## src/rtl/reserved_slot_manager.sv

```systemverilog
// Reserved parking slot manager: live occupancy bitmap with entry/exit checking,
// valid/ready request and response channels, and a timed gate-open pulse.
module reserved_slot_manager #(
    parameter int N_SLOTS     = 32,
    parameter int FLAT_W      = $clog2(N_SLOTS + 1),
    parameter int GATE_CYCLES = 16
) (
    input  logic                             clk,
    input  logic                             rst,
    input  logic                             req_valid,
    output logic                             req_ready,
    input  logic                             req_is_exit,
    input  logic [FLAT_W-1:0]                req_flat,
    input  logic                             clear_all,
    output logic                             resp_valid,
    input  logic                             resp_ready,
    output logic [1:0]                       resp_code,
    output logic [FLAT_W-1:0]                resp_flat,
    output logic [N_SLOTS-1:0]               occupied,
    output logic [$clog2(N_SLOTS+1)-1:0]     occ_count,
    output logic                             full,
    output logic                             gate_open
);

    localparam int IDX_W  = (N_SLOTS > 1) ? $clog2(N_SLOTS) : 1;
    localparam int CNT_W  = $clog2(N_SLOTS + 1);
    localparam int GATE_W = $clog2(GATE_CYCLES + 1);

    localparam logic [1:0] CODE_OK_ENTRY = 2'd0;
    localparam logic [1:0] CODE_OK_EXIT  = 2'd1;
    localparam logic [1:0] CODE_ERR_ST   = 2'd2;
    localparam logic [1:0] CODE_ERR_FLAT = 2'd3;

    typedef enum logic [1:0] {
        IDLE  = 2'd0,
        CHECK = 2'd1,
        RESP  = 2'd2
    } state_t;

    state_t                state_q, state_d;
    logic                  req_exit_p0;
    logic [FLAT_W-1:0]     req_flat_p0;
    logic [1:0]            resp_code_p1;
    logic [FLAT_W-1:0]     resp_flat_p1;
    logic                  vld_p1;
    logic [N_SLOTS-1:0]    occ_q;
    logic [CNT_W-1:0]      occ_cnt_q;
    logic [GATE_W-1:0]     gate_cnt_q;

    logic                  accept;
    logic                  flat_ok;
    logic [IDX_W-1:0]      slot_idx;
    logic [N_SLOTS-1:0]    slot_mask;
    logic                  slot_set;
    logic                  chk_ok;
    logic [1:0]            chk_code;

    // Clear has priority over a request arriving in the same IDLE cycle.
    assign req_ready  = (state_q == IDLE) && !clear_all && !rst;
    assign accept     = req_valid && req_ready;
    assign vld_p1     = (state_q == RESP);

    assign resp_valid = vld_p1;
    assign resp_code  = resp_code_p1;
    assign resp_flat  = resp_flat_p1;
    assign occupied   = occ_q;
    assign occ_count  = occ_cnt_q;
    assign full       = (occ_cnt_q == CNT_W'(N_SLOTS));
    assign gate_open  = (gate_cnt_q != '0);

    always_comb begin
        state_d = state_q;
        case (state_q)
            IDLE:    if (accept) state_d = CHECK;
            CHECK:   state_d = RESP;
            RESP:    if (resp_ready) state_d = IDLE;
            default: state_d = IDLE;
        endcase
    end

    // Out-of-range flats produce an all-zero mask, so they never touch the bitmap.
    always_comb begin
        flat_ok   = (req_flat_p0 != '0) && (req_flat_p0 <= FLAT_W'(N_SLOTS));
        slot_idx  = IDX_W'(req_flat_p0 - FLAT_W'(1));
        slot_mask = '0;
        if (flat_ok) slot_mask[slot_idx] = 1'b1;
        slot_set  = |(occ_q & slot_mask);
        chk_ok    = 1'b0;
        chk_code  = CODE_ERR_FLAT;
        if (!flat_ok) begin
            chk_code = CODE_ERR_FLAT;
        end else if (req_exit_p0 != slot_set) begin
            chk_code = CODE_ERR_ST;
        end else begin
            chk_ok   = 1'b1;
            chk_code = req_exit_p0 ? CODE_OK_EXIT : CODE_OK_ENTRY;
        end
    end

    always_ff @(posedge clk or posedge rst) begin
        if (rst) begin
            state_q <= IDLE;
        end else begin
            state_q <= state_d;
        end
    end

    // p0: request capture in IDLE; p1: check result and bitmap update in CHECK
    always_ff @(posedge clk or posedge rst) begin
        if (rst) begin
            req_exit_p0  <= 1'b0;
            req_flat_p0  <= '0;
            resp_code_p1 <= '0;
            resp_flat_p1 <= '0;
            occ_q        <= '0;
            occ_cnt_q    <= '0;
        end else begin
            if (accept) begin
                req_exit_p0 <= req_is_exit;
                req_flat_p0 <= req_flat;
            end
            if (state_q == IDLE && clear_all) begin
                occ_q     <= '0;
                occ_cnt_q <= '0;
            end else if (state_q == CHECK && chk_ok) begin
                occ_q     <= occ_q ^ slot_mask;
                occ_cnt_q <= req_exit_p0 ? occ_cnt_q - CNT_W'(1) : occ_cnt_q + CNT_W'(1);
            end
            if (state_q == CHECK) begin
                resp_code_p1 <= chk_code;
                resp_flat_p1 <= req_flat_p0;
            end
        end
    end

    // A new OK reloads the window so back-to-back successes keep the gate open.
    always_ff @(posedge clk or posedge rst) begin
        if (rst) begin
            gate_cnt_q <= '0;
        end else if (state_q == CHECK && chk_ok) begin
            gate_cnt_q <= GATE_W'(GATE_CYCLES);
        end else if (gate_cnt_q != '0) begin
            gate_cnt_q <= gate_cnt_q - GATE_W'(1);
        end
    end

endmodule
```

## config.mk

```make
export PLATFORM = sky130hd
export DESIGN_NAME = reserved_slot_manager
export DESIGN_NICKNAME = d
export VERILOG_FILES = /design/src/rtl/reserved_slot_manager.sv
export SDC_FILE = /design/constraint.sdc
export NUM_CORES = 1
export LEC_CHECK = 0
export CAP_MARGIN = 20
export CORE_MARGIN = 5
export CORE_UTILIZATION = 30
export DETAILED_ROUTE_END_ITERATION = 8
export GPL_ROUTABILITY_DRIVEN = 0
export HOLD_SLACK_MARGIN = 0.06
export PLACE_DENSITY_LB_ADDON = 0.12
export SLEW_MARGIN = 20
export SYNTH_ARGS = -nofsm -noshare
export SYNTH_HDL_FRONTEND = slang
export SYNTH_SLANG_ARGS = --single-unit
```

## constraint.sdc

```tcl
create_clock -name clk -period 3.1 [get_ports clk]
set_clock_uncertainty 0.15 [all_clocks]
set_input_delay 0.62 -clock clk [delete_from_list [all_inputs] [get_ports clk]]
set_output_delay 0.62 -clock clk [all_outputs]
set_load 0.05 [all_outputs]
```

==> metrics, run 1 <==
outcome=completed; number of buffers inserted by hold repair at cts=0; number of buffers added on ports=61; I/O pin count=62; cell repeated most along the worst path=nor4_4; routed vias=2817; clock-pin slew of the registers on the worst-case setup and hold paths=60 ps; library cell occupying the most area in the post-synthesis netlist=dfrtp_1; min-delay worst type=flip-flop to flip-flop; most common library cells after synthesis=nand2_1 (81), dfrtp_1 (60), ha_1 (39), nor2_1 (39), o21ai_0 (37); unrepaired setup endpoints after global routing=true; leakage power=0.00220 uW; ordered list of cells on the worst path=nor2b_2 -> nand2_2 -> nor2_1 -> ha_1 -> nor4_4 -> nand4_1 -> or2_4 -> ha_4 -> nor4_4 -> buf_6 -> or3b_1 -> nand3_1; ratio of cells with drive above 1 in the final layout=0.239; kind of cell adding the most delay to the critical path=simple AND/OR/NAND/NOR gates; detailed-routing iteration count for the pre-antenna-repair pass=4; antenna violations before repair=0; final sum of negative setup slack=0 ps; VDD IR-drop max=0.277 mV; depth of the CTS H-tree=3; mean post-synth cell area=9.32 um^2; final core utilization=0.441; final critical path time including I/O delays and setup=3020 ps; number of clock buffers inserted by TritonCTS=9; clock root buffer master=clkbuf_8; total number of clock tree sinks=60; starting density of the core=0.308; drt drc=0; source-to-sink clock delay at the later pin of the worst-skew pair=340 ps; clock tree from TritonCTS=done; final global-route overflow total=0; post-route cell area=4800 um^2; Mapped Cells=360; Seq cells post-synth=60; post-route ant nets=0; maximum cell stage delay along the critical path=430 ps; Max stage delay cell, worst path=dfrtp_1; worst-case clock buffer depth=2; Via density=4.73; count of final setup violators=0; global-route usage over all layers=0.137; top achievable clock speed=0.331 GHz; endpoint type of the worst setup path=flip-flop; overall routed net length=8910 um; area of the placeable core=10900 um^2; number of placement rows=38; most frequent cell after synthesis=nand2_1; ranking of synthesized cells by area=dfrtp_1 (45%), ha_1 (15%), nand2_1 (9.1%); number of pins exceeding their max-slew limit in the final report=0; worst slew slack as a fraction of its limit=0.480; instance area at placement=4290 um^2; sort of element at the start of the critical path=flip-flop; number of cells after detailed placement=568; post-synth design cell area=3360 um^2; most used flip-flop cell after synthesis=dfrtp_1; average wire per standard cell=14.9 um; # nets final=504; Tightest Pin Transition=760 ps; die width=116 um; Worst EP arrival=3140 ps; half-perimeter wire length after detailed placement=6480 um; number of enable-type register cells in the synthesized netlist=0; die height=116 um; via count of the first global-routing pass=2838; post-synth cell types=41; DRC violation total after the first TritonRoute iteration=85; final period utilization=0.975; largest net degree at the start of global routing=37; worst r2r src=req_flat_p0[0]; ant diodes=0; register area share after synthesis=0.447; Crit. Startpoint=req_flat_p0[0]; largest fanout on the critical path=8; worst hold start=resp_code[0]; count of non-filler cells in the finished layout=596; max_cap viols=0; area growth from synthesis to final layout=42.9%; count of endpoints failing hold in the final timing report=0; Synth async-reset ratio=1.00; required time at the worst-slack endpoint=3220 ps; global-route wire length before repair=14200 um; power per standard cell area=559 nW/um^2; Synth warnings=0; Critical Setup Path Class=flip-flop to flip-flop; DIE AREA=13400 um^2; Synth top area share=0.447; syn_nets=412; number of buffer and inverter instances along the worst setup path=1; post-route worst hold slack=354 ps
-- final cells by class --
type | instances | area (um^2)
repair buffers | 96 | 948
inverters | 12 | 45.0
well taps | 140 | 175
fillers | 1071 | 6090
flip-flops and latches | 60 | 1510
clock buffers | 14 | 183
clock inverters | 1 | 5.00
multi-input cells | 273 | 1940
-- stage by stage --
stage | worst slack [ps] | power [uW]
final | 78.2 | 2680
after global routing | -65.5 | 2850
after CTS | 19.0 | 2650
after detailed placement | -336 | 1930
after global placement | -295 | 1910
after floorplan | 17.8 | 1590
-- placed cells by master, fill, tap and decap left out, types with 6 or more instances in the layout --
cell / instances
dfrtp_1: 57
buf_4: 29
mux2_2: 13
ha_2: 7
nor4_2: 6
nand2_2: 6
ha_1: 30
clkbuf_8: 13
nor2_1: 36
o21ai_0: 37
a21oi_1: 6
nand2_1: 75
clkdlybuf4s50_1: 58
inv_1: 11
-- power by group --
group	total, uW	switching, uW	internal (uW)
Clock	669	297	372
Combinational	1000	574	430
Sequential	1010	109	900
-- state kept, by name (all words and copies together) (netlist names) --
register,count
gate_cnt_q,5
occ_count,6
occupied,32
req_exit_p0,1
req_flat_p0,6
resp_code,2
resp_flat,6
state_q,2
-- layer usage --
layer / track usage / part of all wire
met3: 0.0423 / 0.039
met4: 0.0387 / 0.012
met5: 0 / 0
met1: 0.171 / 0.44
met2: 0.230 / 0.51
-- kinds of logic after synthesis --
logic type / share of synthesized area
AND/OR/NAND/NOR: 0.217
flip-flops: 0.447
AO/OA/AOI/OAI: 0.0850
adder cells (fa/ha/maj): 0.151
buffers and inverters: 0.0335
multiplexers: 0.0526
XOR/XNOR: 0.0130
-- final timing paths --
path,endpoint,cells after the start,slack [ps]
max,occ_count[5],12,80
min,resp_code[0],2,350
max reg2reg,occ_count[5],12,80
min reg2reg,resp_code[0],2,350
max in group asynchronous,req_flat_p0[1],3,1610
min in group asynchronous,req_exit_p0,2,570
-- worst reg2reg max path, cell delays in order, from the launching register on --
cell and delay, ps:
dfrtp_1 430, nor2b_2 200, nand2_2 120, nor2_1 60
ha_1 210, nor4_4 280, nand4_1 170, or2_4 270
ha_4 240, nor4_4 250, buf_6 170, or3b_1 340
nand3_1 70
-- repair_timing --
action                     4_1_cts  5_1_grt
resized for setup               11       37
setup endpoints to repair       44       43
pin swaps                        5       14
setup buffers                    5        9
gates cloned                     0        1
Note: power is estimated with default switching activity, not from simulation.
==> run 2: changes to the inputs <==
--- a/config.mk
+++ b/config.mk
@@ -6,11 +6,10 @@
 export NUM_CORES = 1
 export LEC_CHECK = 0
 export CAP_MARGIN = 20
-export CORE_MARGIN = 5
+export CORE_MARGIN = 10
 export CORE_UTILIZATION = 30
 export DETAILED_ROUTE_END_ITERATION = 8
 export GPL_ROUTABILITY_DRIVEN = 0
-export HOLD_SLACK_MARGIN = 0.06
 export PLACE_DENSITY_LB_ADDON = 0.12
 export SLEW_MARGIN = 20
 export SYNTH_ARGS = -nofsm -noshare
==> constraint.sdc (replaced) <==
create_clock -name clk -period 2.5 [get_ports clk]
set_clock_uncertainty 0.15 [all_clocks]
set_input_delay 0.5 -clock clk [delete_from_list [all_inputs] [get_ports clk]]
set_output_delay 0.5 -clock clk [all_outputs]
set_load 0.05 [all_outputs]
==> metrics, run 2 (synthesis gave the netlist of run 1 again) <==
worst r2r src=req_flat_p0[0]; drt drc=0 (unchanged); count of non-filler cells in the finished layout=641 (+7.6%); post-route worst hold slack=362 ps (+7.21 ps); post-route ant nets=0 (unchanged); endpoint type of the worst setup path=flip-flop; sort of element at the start of the critical path=flip-flop; die height=126 um (+8.6%); internal power component=2190 uW (+29%); source-to-sink clock delay at the later pin of the worst-skew pair=340 ps (about the same); flip-flop count of the largest register, all copies and words added=32 (unchanged); violations in the final reports=negative setup slack; detailed-routing iteration count for the pre-antenna-repair pass=4 (unchanged); global-route usage over all layers=0.123 (-0.0137); number of cells after detailed placement=609 (+7.2%); number of placement rows=38 (unchanged); commonest non-fill, non-tap cell in the layout=buf_4; number of buffer and inverter instances along the worst setup path=4 (+3); ordered list of cells on the worst path=nor2b_4 -> nand2_4 -> buf_4 -> nor2_1 -> ha_1 -> nor4_2 -> nand4_1 -> or2_4 -> ha_4 -> nor4_4 -> buf_6 -> buf_4 -> buf_8 -> a211o_1; max_cap viols=0 (unchanged); outcome=finished, violations left; maximum cell stage delay along the critical path=430 ps (about the same); largest net degree at the start of global routing=40 (+8.1%); Critical Setup Path Class=flip-flop to flip-flop; count of endpoints failing hold in the final timing report=0 (unchanged); DRC violation total after the first TritonRoute iteration=108 (+27%); unrepaired setup endpoints after global routing=true; largest fanout on the critical path=9 (+1); starting density of the core=0.308 (unchanged); worst slew slack as a fraction of its limit=0.658 (+0.178); depth of the CTS H-tree=3 (unchanged); half-perimeter wire length after detailed placement=7040 um (+8.7%); final period utilization=1.20 (+0.227); leading cell types in the layout, fill and taps excluded=buf_4 (65), clkdlybuf4s50_1 (57), nand2_1 (55), dfrtp_1 (54), nor2_1 (35); DIE AREA=15800 um^2 (+18%); Comb pwr share=0.400 (+0.026); leakage power=0.00272 uW (+24%); instance area at placement=4680 um^2 (+9.1%); final critical path time including I/O delays and setup=3010 ps (-16.2 ps); min-delay worst type=flip-flop to flip-flop; count of final setup violators=44 (+44); total number of clock tree sinks=60 (unchanged); clock tree from TritonCTS=done; number of pins exceeding their max-slew limit in the final report=0 (unchanged); Tightest Pin Transition=512 ps (-248 ps); average wire per standard cell=15.8 um (+5.9%); antenna violations before repair=0 (unchanged); global-route wire length before repair=16200 um (+14%); Psw=1310 uW (+34%); die width=126 um (+8.6%); Max stage delay cell, worst path=dfrtp_2; VDD IR-drop max=0.402 mV (+45%); area of the placeable core=10900 um^2 (unchanged); final global-route overflow total=0 (unchanged); Crit. Startpoint=req_flat_p0[0]; overall routed net length=10100 um (+14%); sequential cell fraction of total power=0.359 (-0.017); top achievable clock speed=0.333 GHz (+0.54%); # nets final=549 (+8.9%); overall power after layout=3500 uW (+30%); number of buffers added on ports=61 (unchanged); power per standard cell area=643 nW/um^2 (+15%); Clock power frac=0.242 (-0.008); ratio of cells with drive above 1 in the final layout=0.385 (+0.146); routed vias=3064 (+8.8%); ant diodes=0 (unchanged); post-route cell area=5440 um^2 (+13%); cell repeated most along the worst path=buf_4; area growth from synthesis to final layout=62.1%; clock-pin slew of the registers on the worst-case setup and hold paths=70 ps (about the same); Via density=4.78 (+1.1%); via count of the first global-routing pass=3105 (+9.4%); worst-case clock buffer depth=2 (unchanged); I/O pin count=62 (unchanged); fraction of power spent switching nets=0.374 (+0.00899); worst setup slack after layout=-506 ps (-584 ps); number of clock buffers inserted by TritonCTS=9 (unchanged); number of buffers inserted by hold repair at cts=0 (unchanged); worst hold start=resp_flat[5]; clock root buffer master=clkbuf_8; required time at the worst-slack endpoint=2580 ps (-640 ps); kind of cell adding the most delay to the critical path=simple AND/OR/NAND/NOR gates; Worst EP arrival=3080 ps (-60 ps)
[run 2: changes by cell type in the layout (fill, tap and decap cells not counted), moves of 6 or more]
cell     change
nand2_2      +6
o21ai_2     +14
nand2_4     +14
o21ai_0     -33
nand2_1     -20
o21ai_1     +19
buf_4       +36
[run 2: power by group through the flow]
| stage | sequential (uW) | clock, uW | combinational, uW |
|---|---|---|---|
| after floorplan | 1490 | 0 | 543 |
| after global placement | 1250 | 0 | 1220 |
| after detailed placement | 1260 | 0 | 1230 |
| after CTS | 1240 | 859 | 1330 |
| after global routing | 1280 | 908 | 1520 |
| final | 1250 | 846 | 1400 |
[run 2: cell type report]
class / count / area (um^2)
flip-flops and latches: 60 / 1510
repair buffers: 141 / 1390
fillers: 1030 / 5450
clock inverters: 3 / 40.0
well taps: 140 / 175
inverters: 12 / 45.0
clock buffers: 12 / 135
multi-input cells: 273 / 2140
[run 2: layer usage]
metal / global-route usage / wire length (um) / vias up
li1: - / - / 1508
met1: 0.161 / 4820 / 1501
met2: 0.192 / 4760 / 45
met3: 0.0361 / 459 / 10
met4: 0.0409 / 108 / 0
met5: 0 / 0 / -
[run 2: worst reg2reg max path, cell delays in order, from the launching register on]
cell and delay (ps):
dfrtp_2 430, nor2b_4 150, nand2_4 80, buf_4 110, nor2_1 40, ha_1 200
nor4_2 320, nand4_1 160, or2_4 270, ha_4 280, nor4_4 40, buf_6 150
buf_4 150, buf_8 140, a211o_1 220
[run 2: final timing paths]
path / end / slack (ps) / cells past startpoint
setup / recovery: gate_cnt_q[4] / -510 / 14
hold / removal: resp_flat[5] / 360 / 1
setup reg to reg: gate_cnt_q[4] / -510 / 14
hold reg to reg: resp_flat[5] / 360 / 1
max in group asynchronous: req_flat_p0[4] / 1300 / 3
min in group asynchronous: resp_flat[5] / 400 / 2
[run 2: timing repair]
item	in CTS	in global routing
gates resized for setup	50	74
setup buffers	10	3
setup endpoints to repair	46	48
cloned	2	3
pin swaps	13	20
[run 2: stage by stage]
step / setup TNS (ps) / worst slack, ps / util
2_1_floorplan: -10840 / -359 / -
4_1_cts: -16300 / -440 / 0.468
3_5_place_dp: -25790 / -674 / 0.430
6_report: -18330 / -506 / 0.500
3_3_place_gp: -26130 / -668 / 0.430
5_1_grt: -20570 / -544 / 0.500
==> run 3: changes to the inputs <==
==> constraint.sdc (replaced) <==
create_clock -name clk -period 3.8 [get_ports clk]
set_clock_uncertainty 0.15 [all_clocks]
set_input_delay 0.76 -clock clk [delete_from_list [all_inputs] [get_ports clk]]
set_output_delay 0.76 -clock clk [all_outputs]
set_load 0.05 [all_outputs]
==> metrics, run 3 (synthesis gave the netlist of run 1 again) <==
die height=126 um (unchanged); Worst EP arrival=3710 ps (+630 ps); VDD IR-drop max=0.232 mV (-42%); top routing layer in use=met4; number of placement rows=38 (unchanged); met3 WL post-DR=441 um (-3.9%); half-perimeter wire length after detailed placement=6570 um (-6.6%); min-delay worst type=flip-flop to flip-flop; leading cell types in the layout, fill and taps excluded=nand2_1 (81), dfrtp_1 (60), clkdlybuf4s50_1 (60), nor2_1 (39), ha_1 (39); endpoint type of the worst setup path=flip-flop; starting density of the core=0.308 (unchanged); final critical path time including I/O delays and setup=3590 ps (+580 ps); count of endpoints failing hold in the final timing report=0 (unchanged); DRC violation total after the first TritonRoute iteration=141 (+31%); antenna violations before repair=0 (unchanged); routed vias=2692 (-12%); routed wl met2=4310 um (-9.4%); count of fill cells added during filler insertion=1095 (+6.3%); area of the placeable core=10900 um^2 (unchanged); drt drc=0 (unchanged); final global-route overflow total=0 (unchanged); depth of the CTS H-tree=3 (unchanged); max_cap viols=0 (unchanged); count of final setup violators=0 (-100%); die width=126 um (unchanged); total number of clock tree sinks=60 (unchanged); global-route usage over all layers=0.114 (-0.00995); ant diodes=0 (unchanged); DIE AREA=15800 um^2 (unchanged); power per standard cell area=467 nW/um^2 (-27%); source-to-sink clock delay at the later pin of the worst-skew pair=340 ps (about the same); met1 layer wirelength in the final routing=4060 um (-16%); clock root buffer master=clkbuf_8; worst-case clock buffer depth=2 (unchanged); average wire per standard cell=15.7 um (-0.96%); unrepaired setup endpoints after global routing=false; top achievable clock speed=0.279 GHz (-16%); clock tree from TritonCTS=done; flip-flop count of the largest register, all copies and words added=32 (unchanged); commonest non-fill, non-tap cell in the layout=nand2_1; sort of element at the start of the critical path=flip-flop; Critical Setup Path Class=flip-flop to flip-flop; number of clock buffers inserted by TritonCTS=9 (unchanged); leakage power=0.00202 uW (-26%); post-route ant nets=0 (unchanged); number of cells after detailed placement=554 (-9.0%); final period utilization=0.944 (-0.259); number of buffers inserted by hold repair at cts=0 (unchanged); worst slew slack as a fraction of its limit=0.536 (-0.122); overall power after layout=2030 uW (-42%); overall routed net length=8920 um (-12%); number of buffers added on ports=61 (unchanged); largest fanout on the critical path=46 (+37); clock-pin slew of the registers on the worst-case setup and hold paths=60 ps (about the same); ratio of cells with drive above 1 in the final layout=0.0979 (-0.287); count of non-filler cells in the finished layout=569 (-11%); detailed-routing iteration count for the pre-antenna-repair pass=4 (unchanged); via count of the first global-routing pass=2847 (-8.3%); global-route wire length before repair=14700 um (-9.1%); # nets final=477 (-13%); number of pins exceeding their max-slew limit in the final report=0 (unchanged); area growth from synthesis to final layout=29.1%; required time at the worst-slack endpoint=3930 ps (+1350 ps); instance area at placement=4160 um^2 (-11%); Tightest Pin Transition=679 ps (+166 ps); Via density=4.73 (-1.0%); final sum of negative setup slack=0 ps (+18330 ps); largest net degree at the start of global routing=47 (+18%); I/O pin count=62 (unchanged); post-route cell area=4330 um^2 (-20%); outcome=completed
==> run 3: cell types whose count changed in the layout (fill, tap and decap cells not counted), sizes merged <==
| cell | change |
|---|---|
| buf | -72 |
| clkdlybuf4s50 | +3 |
| bufinv | -1 |
| clkbuf | -1 |
| dlymetal6s2s | -1 |
==> run 3: area by class of cell <==
class                   count  area, um^2  area share
multi-input cells         273        1750       0.404
well taps                 140         175      0.0404
flip-flops and latches     60        1500       0.347
clock buffers              13         159      0.0367
repair buffers             69         693       0.160
clock inverters             2        10.0     0.00231
inverters                  12        45.0      0.0104
==> run 3: stage by stage <==
step	hold slack (ps)	utilization	setup WS, ps
after global routing	378	0.398	54.8
after global placement	325	0.382	253
after detailed placement	333	0.382	182
after CTS	347	0.397	153
final	341	0.398	215
after floorplan	334	-	333
==> run 3: repair_timing <==
| item | 4_1_cts | 5_1_grt |
|---|---|---|
| buffers inserted | 0 | 0 |
| endpoints found under the setup margin | 0 | 1 |
| resized for setup | 0 | 1 |
==> run 3: worst paths after layout <==
path                           startpoint      endpoint  slack [ps]  depth (start not counted)
min in group asynchronous             rst  occupied[17]         720                          2
setup / recovery           req_flat_p0[0]  occ_count[5]         210                         12
hold / removal               resp_code[0]  resp_code[0]         340                          2
setup reg to reg           req_flat_p0[0]  occ_count[5]         210                         12
max in group asynchronous             rst  occupied[13]        2180                          3
hold reg to reg              resp_code[0]  resp_code[0]         340                          2
==> run 3: power by group <==
| part | switching (uW) | internal (uW) | leakage (uW) |
|---|---|---|---|
| Combinational | 429 | 261 | 0.00113 |
| Sequential | 90.5 | 733 | 0.000797 |
| Clock | 245 | 267 | 0.0000893 |
==> run 3: critical path: stages, from the launching register on <==
cell and delay (ps):
dfrtp_1 480, nor2b_1 190, nand2_1 200, nor2_1 70, ha_1 180, nor4_1 410
nand4_1 150, or2_2 330, ha_1 310, nor4_4 360, buf_12 250, or3b_1 370
nand3_1 70
==> run 3: metal layers <==
metal,vias up,global-route usage
li1,1358,-
met3,10,0.0378
met1,1279,0.135
met5,-,0
met2,45,0.187
met4,0,0.0415
